[src/rtl/fp64_pkg.sv]
`default_nettype none
// ============================================================================
// Package     : fp64_pkg
// Description : Shared constants and types for the IEEE-754 binary64 to
//               signed 16-bit PCM converter: field widths, exponent bias,
//               converter FSM states and operand classes.
// Revision    : 1.0 - initial release
// ============================================================================
package fp64_pkg;

  localparam int BIAS   = 1023;
  localparam int EXP_W  = 11;
  localparam int FRAC_W = 52;

  localparam logic [EXP_W-1:0] EXP_ALL1 = 11'h7FF;

  // Number of cycles spent in SHIFT for every operand, so latency is fixed
  localparam int SHIFT_CYCLES = 14;

  typedef enum logic [2:0] {
    IDLE   = 3'd0,
    UNPACK = 3'd1,
    SHIFT  = 3'd2,
    ROUND  = 3'd3,
    SAT    = 3'd4
  } state_t;

  typedef enum logic [1:0] {
    ZERO   = 2'd0,
    NORMAL = 2'd1,
    INF    = 2'd2,
    NAN    = 2'd3
  } fp_class_t;

endpackage
`default_nettype wire

[src/rtl/fp64_classify.sv]
`default_nettype none
// ============================================================================
// Module      : fp64_classify
// Description : Combinational field splitter / classifier for a binary64
//               operand.
//   operand  in  64  IEEE-754 binary64 value
//   sign     out 1   sign bit
//   cls      out 2   ZERO (zero or subnormal), NORMAL, INF, NAN
//   exp_unb  out 12  unbiased exponent E - 1023 (signed)
//   mant     out 53  significand {hidden bit, fraction}
// Revision    : 1.0 - initial release
// ============================================================================
module fp64_classify
  import fp64_pkg::*;
(
  input  logic [63:0]        operand,
  output logic               sign,
  output fp_class_t          cls,
  output logic signed [11:0] exp_unb,
  output logic [52:0]        mant
);

  logic [EXP_W-1:0]  exp_field;
  logic [FRAC_W-1:0] frac_field;

  assign sign       = operand[63];
  assign exp_field  = operand[62:FRAC_W];
  assign frac_field = operand[FRAC_W-1:0];

  always_comb begin
    cls = NORMAL;
    if (exp_field == EXP_ALL1) begin
      cls = (frac_field != '0) ? NAN : INF;
    end else if (exp_field == '0) begin
      cls = ZERO;
    end
  end

  assign exp_unb = $signed({1'b0, exp_field}) - 12'(BIAS);

  // Hidden bit is only present for normal numbers
  assign mant = {(exp_field != '0), frac_field};

endmodule
`default_nettype wire

[src/rtl/double_to_sig16b_rne.sv]
`default_nettype none
// ============================================================================
// Module      : double_to_sig16b_rne
// Description : Multi-cycle binary64 -> signed 16-bit PCM converter. Scales by
//               2^SCALE_EXP, rounds to nearest-even and saturates. Fixed
//               latency of 18 clock edges from the accepting edge.
//   clk_operation in  1   operation clock, rising edge
//   rst           in  1   asynchronous active-low reset
//   enable        in  1   start pulse, accepted only in IDLE
//   double        in  64  binary64 operand, captured on accept
//   sig16b        out 16  two's-complement result, held until next completion
//   ready         out 1   sig16b valid for the last accepted operand
//   sat_flag      out 1   last result clipped (includes +/-Inf)
//   invalid_flag  out 1   last operand was NaN
// Revision    : 1.0 - initial release
// ============================================================================
module double_to_sig16b_rne
  import fp64_pkg::*;
#(
  parameter int SCALE_EXP  = 15,
  parameter int SHIFT_STEP = 4
) (
  input  logic        clk_operation,
  input  logic        rst,
  input  logic        enable,
  input  logic [63:0] double,
  output logic [15:0] sig16b,
  output logic        ready,
  output logic        sat_flag,
  output logic        invalid_flag
);

  // Largest representable integer exponent for a 16-bit signed result
  localparam int         K_MAX      = 15;
  localparam int         MAX_SHIFT  = 56;
  localparam logic [5:0] STEP6      = 6'(SHIFT_STEP);
  localparam logic [5:0] MAX6       = 6'(MAX_SHIFT);
  localparam logic [3:0] LAST_SHIFT = 4'(SHIFT_CYCLES - 1);

  state_t state, state_next;

  logic               unpack_phase;
  logic [3:0]         shift_cnt;
  logic [63:0]        operand;

  logic               sign_q;
  fp_class_t          cls_q;
  logic signed [11:0] exp_q;
  logic [52:0]        mant_q;
  logic [5:0]         rem_q;
  logic               guard_q;
  logic               sticky_q;
  logic               force_zero_q;
  logic               force_sat_q;
  logic               nan_q;
  logic [16:0]        mag_q;

  // --------------------------------------------------------------------------
  // Classifier on the captured operand
  // --------------------------------------------------------------------------
  logic               cls_sign;
  fp_class_t          cls_class;
  logic signed [11:0] cls_exp;
  logic [52:0]        cls_mant;

  fp64_classify u_classify (
    .operand (operand),
    .sign    (cls_sign),
    .cls     (cls_class),
    .exp_unb (cls_exp),
    .mant    (cls_mant)
  );

  // --------------------------------------------------------------------------
  // UNPACK decode: integer exponent k, shift count r and special cases.
  // Evaluated from the registered classifier outputs in the second UNPACK
  // cycle; splitting UNPACK over two cycles keeps the classifier and the
  // exponent arithmetic in separate register stages.
  // --------------------------------------------------------------------------
  logic signed [12:0] k_val;
  logic signed [12:0] r_val;
  logic [5:0]         rem_load;
  logic               frac_zero;
  logic               force_sat_load;
  logic               force_zero_load;

  assign k_val     = 13'(exp_q) + 13'(SCALE_EXP);
  assign r_val     = 13'sd52 - k_val;
  assign frac_zero = (mant_q[FRAC_W-1:0] == '0);

  always_comb begin
    if (r_val < 13'sd0) begin
      rem_load = 6'd0;
    end else if (r_val > 13'(MAX_SHIFT)) begin
      rem_load = MAX6;
    end else begin
      rem_load = r_val[5:0];
    end
  end

  // k == K_MAX only survives the datapath for exactly -2^15 (s=1, F=0);
  // every other k >= K_MAX operand is forced to saturation.
  assign force_sat_load = (cls_q == INF) ||
                          ((cls_q == NORMAL) &&
                           ((k_val > 13'(K_MAX)) ||
                            ((k_val == 13'(K_MAX)) && !(sign_q && frac_zero))));

  assign force_zero_load = (cls_q == ZERO) ||
                           ((cls_q == NORMAL) && (k_val < -13'sd1));

  // --------------------------------------------------------------------------
  // SHIFT step: move right by min(SHIFT_STEP, remaining). The last bit out
  // becomes guard; the previous guard and all other bits out fold into sticky.
  // --------------------------------------------------------------------------
  logic [5:0]  shift_n;
  logic [52:0] low_mask;
  logic [52:0] shift_mant;
  logic        shift_guard;
  logic        shift_sticky;

  always_comb begin
    shift_n      = (rem_q > STEP6) ? STEP6 : rem_q;
    low_mask     = '0;
    shift_mant   = mant_q;
    shift_guard  = guard_q;
    shift_sticky = sticky_q;
    if (shift_n != 6'd0) begin
      low_mask     = (53'd1 << (shift_n - 6'd1)) - 53'd1;
      shift_guard  = mant_q[shift_n - 6'd1];
      shift_sticky = sticky_q | guard_q | (|(mant_q & low_mask));
      shift_mant   = mant_q >> shift_n;
    end
  end

  // --------------------------------------------------------------------------
  // ROUND: nearest-even on the integer part; 17 bits keep a carry into 2^15
  // --------------------------------------------------------------------------
  logic        round_up;
  logic [16:0] rounded;

  assign round_up = guard_q & (sticky_q | mant_q[0]);
  assign rounded  = {1'b0, mant_q[15:0]} + 17'(round_up);

  // --------------------------------------------------------------------------
  // SAT: clip and apply sign
  // --------------------------------------------------------------------------
  logic [15:0] result;
  logic        result_sat;
  logic        result_inv;

  always_comb begin
    result     = 16'h0000;
    result_sat = 1'b0;
    result_inv = 1'b0;
    if (nan_q) begin
      result_inv = 1'b1;
    end else if (force_sat_q) begin
      result     = sign_q ? 16'h8000 : 16'h7FFF;
      result_sat = 1'b1;
    end else if (!sign_q) begin
      if (mag_q >= 17'd32768) begin
        result     = 16'h7FFF;
        result_sat = 1'b1;
      end else begin
        result = mag_q[15:0];
      end
    end else begin
      if (mag_q > 17'd32768) begin
        result     = 16'h8000;
        result_sat = 1'b1;
      end else if (mag_q == 17'd32768) begin
        result = 16'h8000;
      end else begin
        result = ~mag_q[15:0] + 16'd1;
      end
    end
  end

  // --------------------------------------------------------------------------
  // FSM
  // --------------------------------------------------------------------------
  always_ff @(posedge clk_operation or negedge rst) begin
    if (!rst) begin
      state <= IDLE;
    end else begin
      state <= state_next;
    end
  end

  always_comb begin
    state_next = state;
    case (state)
      IDLE:    if (enable) state_next = UNPACK;
      UNPACK:  if (unpack_phase) state_next = SHIFT;
      SHIFT:   if (shift_cnt == LAST_SHIFT) state_next = ROUND;
      ROUND:   state_next = SAT;
      SAT:     state_next = IDLE;
      default: state_next = IDLE;
    endcase
  end

  // --------------------------------------------------------------------------
  // Datapath and output registers
  // --------------------------------------------------------------------------
  always_ff @(posedge clk_operation or negedge rst) begin
    if (!rst) begin
      unpack_phase <= 1'b0;
      shift_cnt    <= 4'd0;
      operand      <= 64'd0;
      sign_q       <= 1'b0;
      cls_q        <= ZERO;
      exp_q        <= 12'sd0;
      mant_q       <= 53'd0;
      rem_q        <= 6'd0;
      guard_q      <= 1'b0;
      sticky_q     <= 1'b0;
      force_zero_q <= 1'b0;
      force_sat_q  <= 1'b0;
      nan_q        <= 1'b0;
      mag_q        <= 17'd0;
      sig16b       <= 16'h0000;
      ready        <= 1'b0;
      sat_flag     <= 1'b0;
      invalid_flag <= 1'b0;
    end else begin
      case (state)
        IDLE: begin
          if (enable) begin
            operand      <= double;
            ready        <= 1'b0;
            unpack_phase <= 1'b0;
          end
        end
        UNPACK: begin
          if (!unpack_phase) begin
            sign_q       <= cls_sign;
            cls_q        <= cls_class;
            exp_q        <= cls_exp;
            mant_q       <= cls_mant;
            unpack_phase <= 1'b1;
          end else begin
            rem_q        <= rem_load;
            guard_q      <= 1'b0;
            sticky_q     <= 1'b0;
            force_zero_q <= force_zero_load;
            force_sat_q  <= force_sat_load;
            nan_q        <= (cls_q == NAN);
            shift_cnt    <= 4'd0;
          end
        end
        SHIFT: begin
          mant_q    <= shift_mant;
          guard_q   <= shift_guard;
          sticky_q  <= shift_sticky;
          rem_q     <= rem_q - shift_n;
          shift_cnt <= shift_cnt + 4'd1;
        end
        ROUND: begin
          mag_q <= force_zero_q ? 17'd0 : rounded;
        end
        SAT: begin
          sig16b       <= result;
          sat_flag     <= result_sat;
          invalid_flag <= result_inv;
          ready        <= 1'b1;
        end
        default: ;
      endcase
    end
  end

endmodule
`default_nettype wire

[config.mk]
export PLATFORM = sky130hd
export DESIGN_NAME = double_to_sig16b_rne
export DESIGN_NICKNAME = d
export VERILOG_FILES = /design/src/rtl/fp64_pkg.sv /design/src/rtl/fp64_classify.sv /design/src/rtl/double_to_sig16b_rne.sv
export SDC_FILE = /design/constraint.sdc
export NUM_CORES = 1
export LEC_CHECK = 0
export CAP_MARGIN = 20
export CELL_PAD_IN_SITES_DETAIL_PLACEMENT = 1
export CELL_PAD_IN_SITES_GLOBAL_PLACEMENT = 1
export CORE_AREA = 2 2 140 169
export DETAILED_ROUTE_END_ITERATION = 10
export DIE_AREA = 0 0 142 171
export DONT_BUFFER_PORTS = 1
export HOLD_SLACK_MARGIN = 0.12
export PLACE_DENSITY = 0.84
export SYNTH_ARGS = -nofsm -noshare
export SYNTH_HDL_FRONTEND = slang
export SYNTH_SLANG_ARGS = --single-unit
[constraint.sdc]
create_clock -name clk_operation -period 5.44 [get_ports clk_operation]
set_clock_uncertainty 0.2 [all_clocks]
set_input_delay 0.816 -clock clk_operation [delete_from_list [all_inputs] [get_ports clk_operation]]
set_output_delay 0.816 -clock clk_operation [all_outputs]
set_load 0.02 [all_outputs]
==> results.toml <==
[drt]
postRouteAntennaNets = 0
drt_wl_total_um = 32500
drtIter0Drc = 629
num_vias = 9759
post_drt_via_cell_ratio = 6.437
dr.pass1.iters = 5
drc_errors = 0
avgRoutedWirePerCell_um = 21.44

[floorplan]
die_h_um = 171
core_um2 = 22820
rows = 61
dieArea_um2 = 24280
start_util_pct = 52.73
io_pins = 86
die_x_um = 142

[power_and_ir_drop]
power_uw = 8645
power_frac_seq_pct = 36.3
internal_power_uw = 4594
pwr-share-clk_pct = 14.5
swShare_pct = 46.86
pwr-share-comb_pct = 49.2
leakage_uw = 0.005562
ir_drop_mv = 0.3465
p_per_area_nw_per_um2 = 680.2
p_switching_uw = 4051

[setup_path]
path_class = "flip-flop to flip-flop"
required_ps = 5570
crit_path_end_kind = "flip-flop"
cp_max_fo = 67
ff2ff_setup_slack_ps = 1200
cp.arrival_ps = 4360
startpoint = "rem_q[4]$_DFFE_PN0P_"
r2r-end = "sticky_q$_DFFE_PN0P_"
critical_path.startpoint_type = "flip-flop"
reg2regPathDepth = 12
timing.rr.start = "rem_q[4]$_DFFE_PN0P_"

[placed_design]
portBuffers = 0
place_congestion = 0.8987
dp_hpwl_um = 21830

[cells_and_area]
n_antenna_cell = 0
finalNetCount = 1305
fillers = 2520
area_growth_pct = 5.615
drive_gt1_share_pct = 11.19

[cts]
clock_sinks = 187
cts_tree = "yes"
clockRootBuffer = "clkbuf_16"
numCtsBuffers = 17
clk_pin_slew_ps = 80
htree_levels = 4
clk_latency_ps = 450
cts-resized-gates = 0
clockBufferDepth = 2

[timing]
tns_ps = 0
slew_headroom_pct = 28.25
hold_ws_ps = 206.5
period_minus_slack_ps = 4236
worstMarginPinSlew_ps = 1076
rsz0062_at_grt = "no"
hold_viol_final = 0
fmax_ghz = 0.2361
finalSetupViolations = 0
fin_crit_sh_pct = 77.86
slew_viol_final = 0

[run_status]
status = "finished, final reports clean"

[global_routing]
first_global_vias = 10265
grt_overflow_total = 0
grt_max_degree = 188
antenna_found_initial = 0
grt_use_total_pct = 27.64
grt_pass1_wl_um = 53790

[synth]
ys_async_sr_fraction_pct = 100.0
synth_cell_types = 84
synth_edf_count = 0
synth_area_um2 = 12030
ys.flop_type = "dfrtp_1"
yosys_warnings = 0
synth_nets = 1371
avgSynthCellArea_um2 = 9.358
ys_seq_area_share_pct = 38.89
ys_ff_latch = 187
syn_inst = 1286

[run]
max_cap_viol_count = 0

[hold_path]
min-delay-path-class = "primary input to asynchronous set/reset pin"
worst max-delay path by stage:
stage | end | slack, ps | cells past startpoint
floorplan | sticky_q$_DFFE_PN0P_ | 1790 | 16
global route | sticky_q$_DFFE_PN0P_ | 940 | 12
finish | sticky_q$_DFFE_PN0P_ | 1200 | 12
detailed placement | sticky_q$_DFFE_PN0P_ | 1280 | 12
global placement | sticky_q$_DFFE_PN0P_ | 1510 | 12
CTS | sticky_q$_DFFE_PN0P_ | 1270 | 12
state kept, by name, indices dropped and copies added, names as in the netlist, 2 cells and up:
name,count
operand,64
cls_q,2
rem_q,6
mant_q,53
sig16b,16
state,3
exp_q,12
mag_q,17
shift_cnt,4
stage by stage:
step           cell area [um^2]  util [%]  std cells  setup slack (ps)
6_report                  12710     55.69       1516              1204
5_1_grt                   12710     55.69       1516             944.8
4_1_cts                   12710     55.69       1516              1272
3_5_place_dp              12100     53.01       1483              1277
3_3_place_gp              12100     53.01       1483              1510
2_1_floorplan             12030         -       1286              1792
power by group through the flow:
stage	clock [uW]	combinational, uW	sequential [uW]
global route	1330	4720	3260
CTS	1280	4260	3130
detailed placement	0	4160	3140
global placement	0	3980	3100
floorplan	0	3580	2620
finish	1250	4260	3130
synthesized netlist by cell type, types with 4 or more instances:
cell | number | area, um^2
a211oi_1 | 45 | 337.8
a21o_1 | 51 | 382.9
a21oi_1 | 34 | 170.2
a22o_1 | 4 | 35.03
a22oi_1 | 10 | 75.07
a311oi_1 | 4 | 35.03
a31oi_1 | 7 | 43.79
and3_1 | 11 | 68.82
buf_1 | 8 | 30.03
buf_2 | 19 | 95.09
clkbuf_1 | 63 | 236.5
dfrtp_1 | 187 | 4679
ha_1 | 18 | 225.2
inv_1 | 25 | 93.84
mux2_2 | 63 | 709.4
mux2i_1 | 146 | 1461
nand2_1 | 123 | 461.7
nand2b_1 | 8 | 50.05
nand3_1 | 27 | 135.1
nand4_1 | 13 | 81.33
nor2_1 | 123 | 461.7
nor3_1 | 17 | 85.08
nor4_1 | 25 | 156.4
nor4b_1 | 6 | 52.55
o211ai_1 | 4 | 30.03
o21ai_0 | 73 | 365.4
o21bai_1 | 5 | 37.54
o22a_1 | 4 | 35.03
o22ai_1 | 9 | 56.30
o31ai_1 | 9 | 67.56
or2_2 | 10 | 62.56
or3_1 | 10 | 62.56
or4_1 | 7 | 52.55
xnor2_1 | 28 | 245.2
xor2_1 | 16 | 140.1
layout by cell type (no fill, tap or decap), types with 13 or more instances in the layout:
| cell type | synthesis | routed |
|---|---|---|
| nand2_1 | 123 | 122 |
| nor2_1 | 123 | 121 |
| ha_1 | 18 | 18 |
| clkbuf_16 | 0 | 17 |
| inv_1 | 25 | 25 |
| a21o_1 | 51 | 51 |
| mux2i_1 | 146 | 146 |
| mux2_2 | 63 | 63 |
| a211oi_1 | 45 | 45 |
| dfrtp_1 | 187 | 186 |
| xor2_1 | 16 | 16 |
| nand3_1 | 27 | 27 |
| o21ai_0 | 73 | 73 |
| nor3_1 | 17 | 17 |
| xnor2_1 | 28 | 28 |
| nand4_1 | 13 | 13 |
| nor4_1 | 25 | 25 |
| a21oi_1 | 34 | 34 |
final cells by class:
class / instances / area, um^2 / area share (%)
inverters: 25 / 93.84 / 0.7383
clock buffers: 17 / 425.4 / 3.347
repair buffers: 8 / 92.59 / 0.7285
multi-input cells: 981 / 6904 / 54.32
clock inverters: 15 / 158.9 / 1.250
flip-flops and latches: 187 / 4681 / 36.83
well taps: 283 / 354.1 / 2.786
critical path, cell delays in order (launching register included):
cell	delay (ps)
dfrtp_1	470
nor4_4	400
buf_4	830
mux2i_1	570
nand2_1	140
ha_1	300
inv_1	40
a211oi_1	260
o21ai_0	140
a31oi_1	160
o2111ai_1	170
nor4_1	310
a21oi_1	110
routing by layer:
metal  track usage [%]  wire (um)  vias to the layer above
li1                  -          -                     4550
met1             34.79      13830                     4918
met2             47.99      16670                      221
met3             3.778       1010                       70
met4             11.04        992                        0
met5                 0          0                        -
cell families (layout without fill, tap and decap cells):
| group | count (synthesis) | count (layout) | synth area share [%] |
|---|---|---|---|
| AO/OA/AOI/OAI | 301 | 301 | 17.23 |
| XOR/XNOR | 44 | 44 | 3.202 |
| buffers and inverters | 118 | 65 | 3.982 |
| flip-flops | 187 | 187 | 38.89 |
| multiplexers | 212 | 212 | 18.60 |
| AND/OR/NAND/NOR | 405 | 405 | 16.20 |
| other | 1 | 1 | 0.03116 |
| adder cells (fa/ha/maj) | 18 | 18 | 1.872 |
what timing repair did:
| action | in CTS | in global routing |
|---|---|---|
| hold buffers | 1 | 0 |
| setup buffers | 0 | 0 |
| endpoints found under the hold margin | 187 | 0 |
Power figures use the tool's default switching activity.
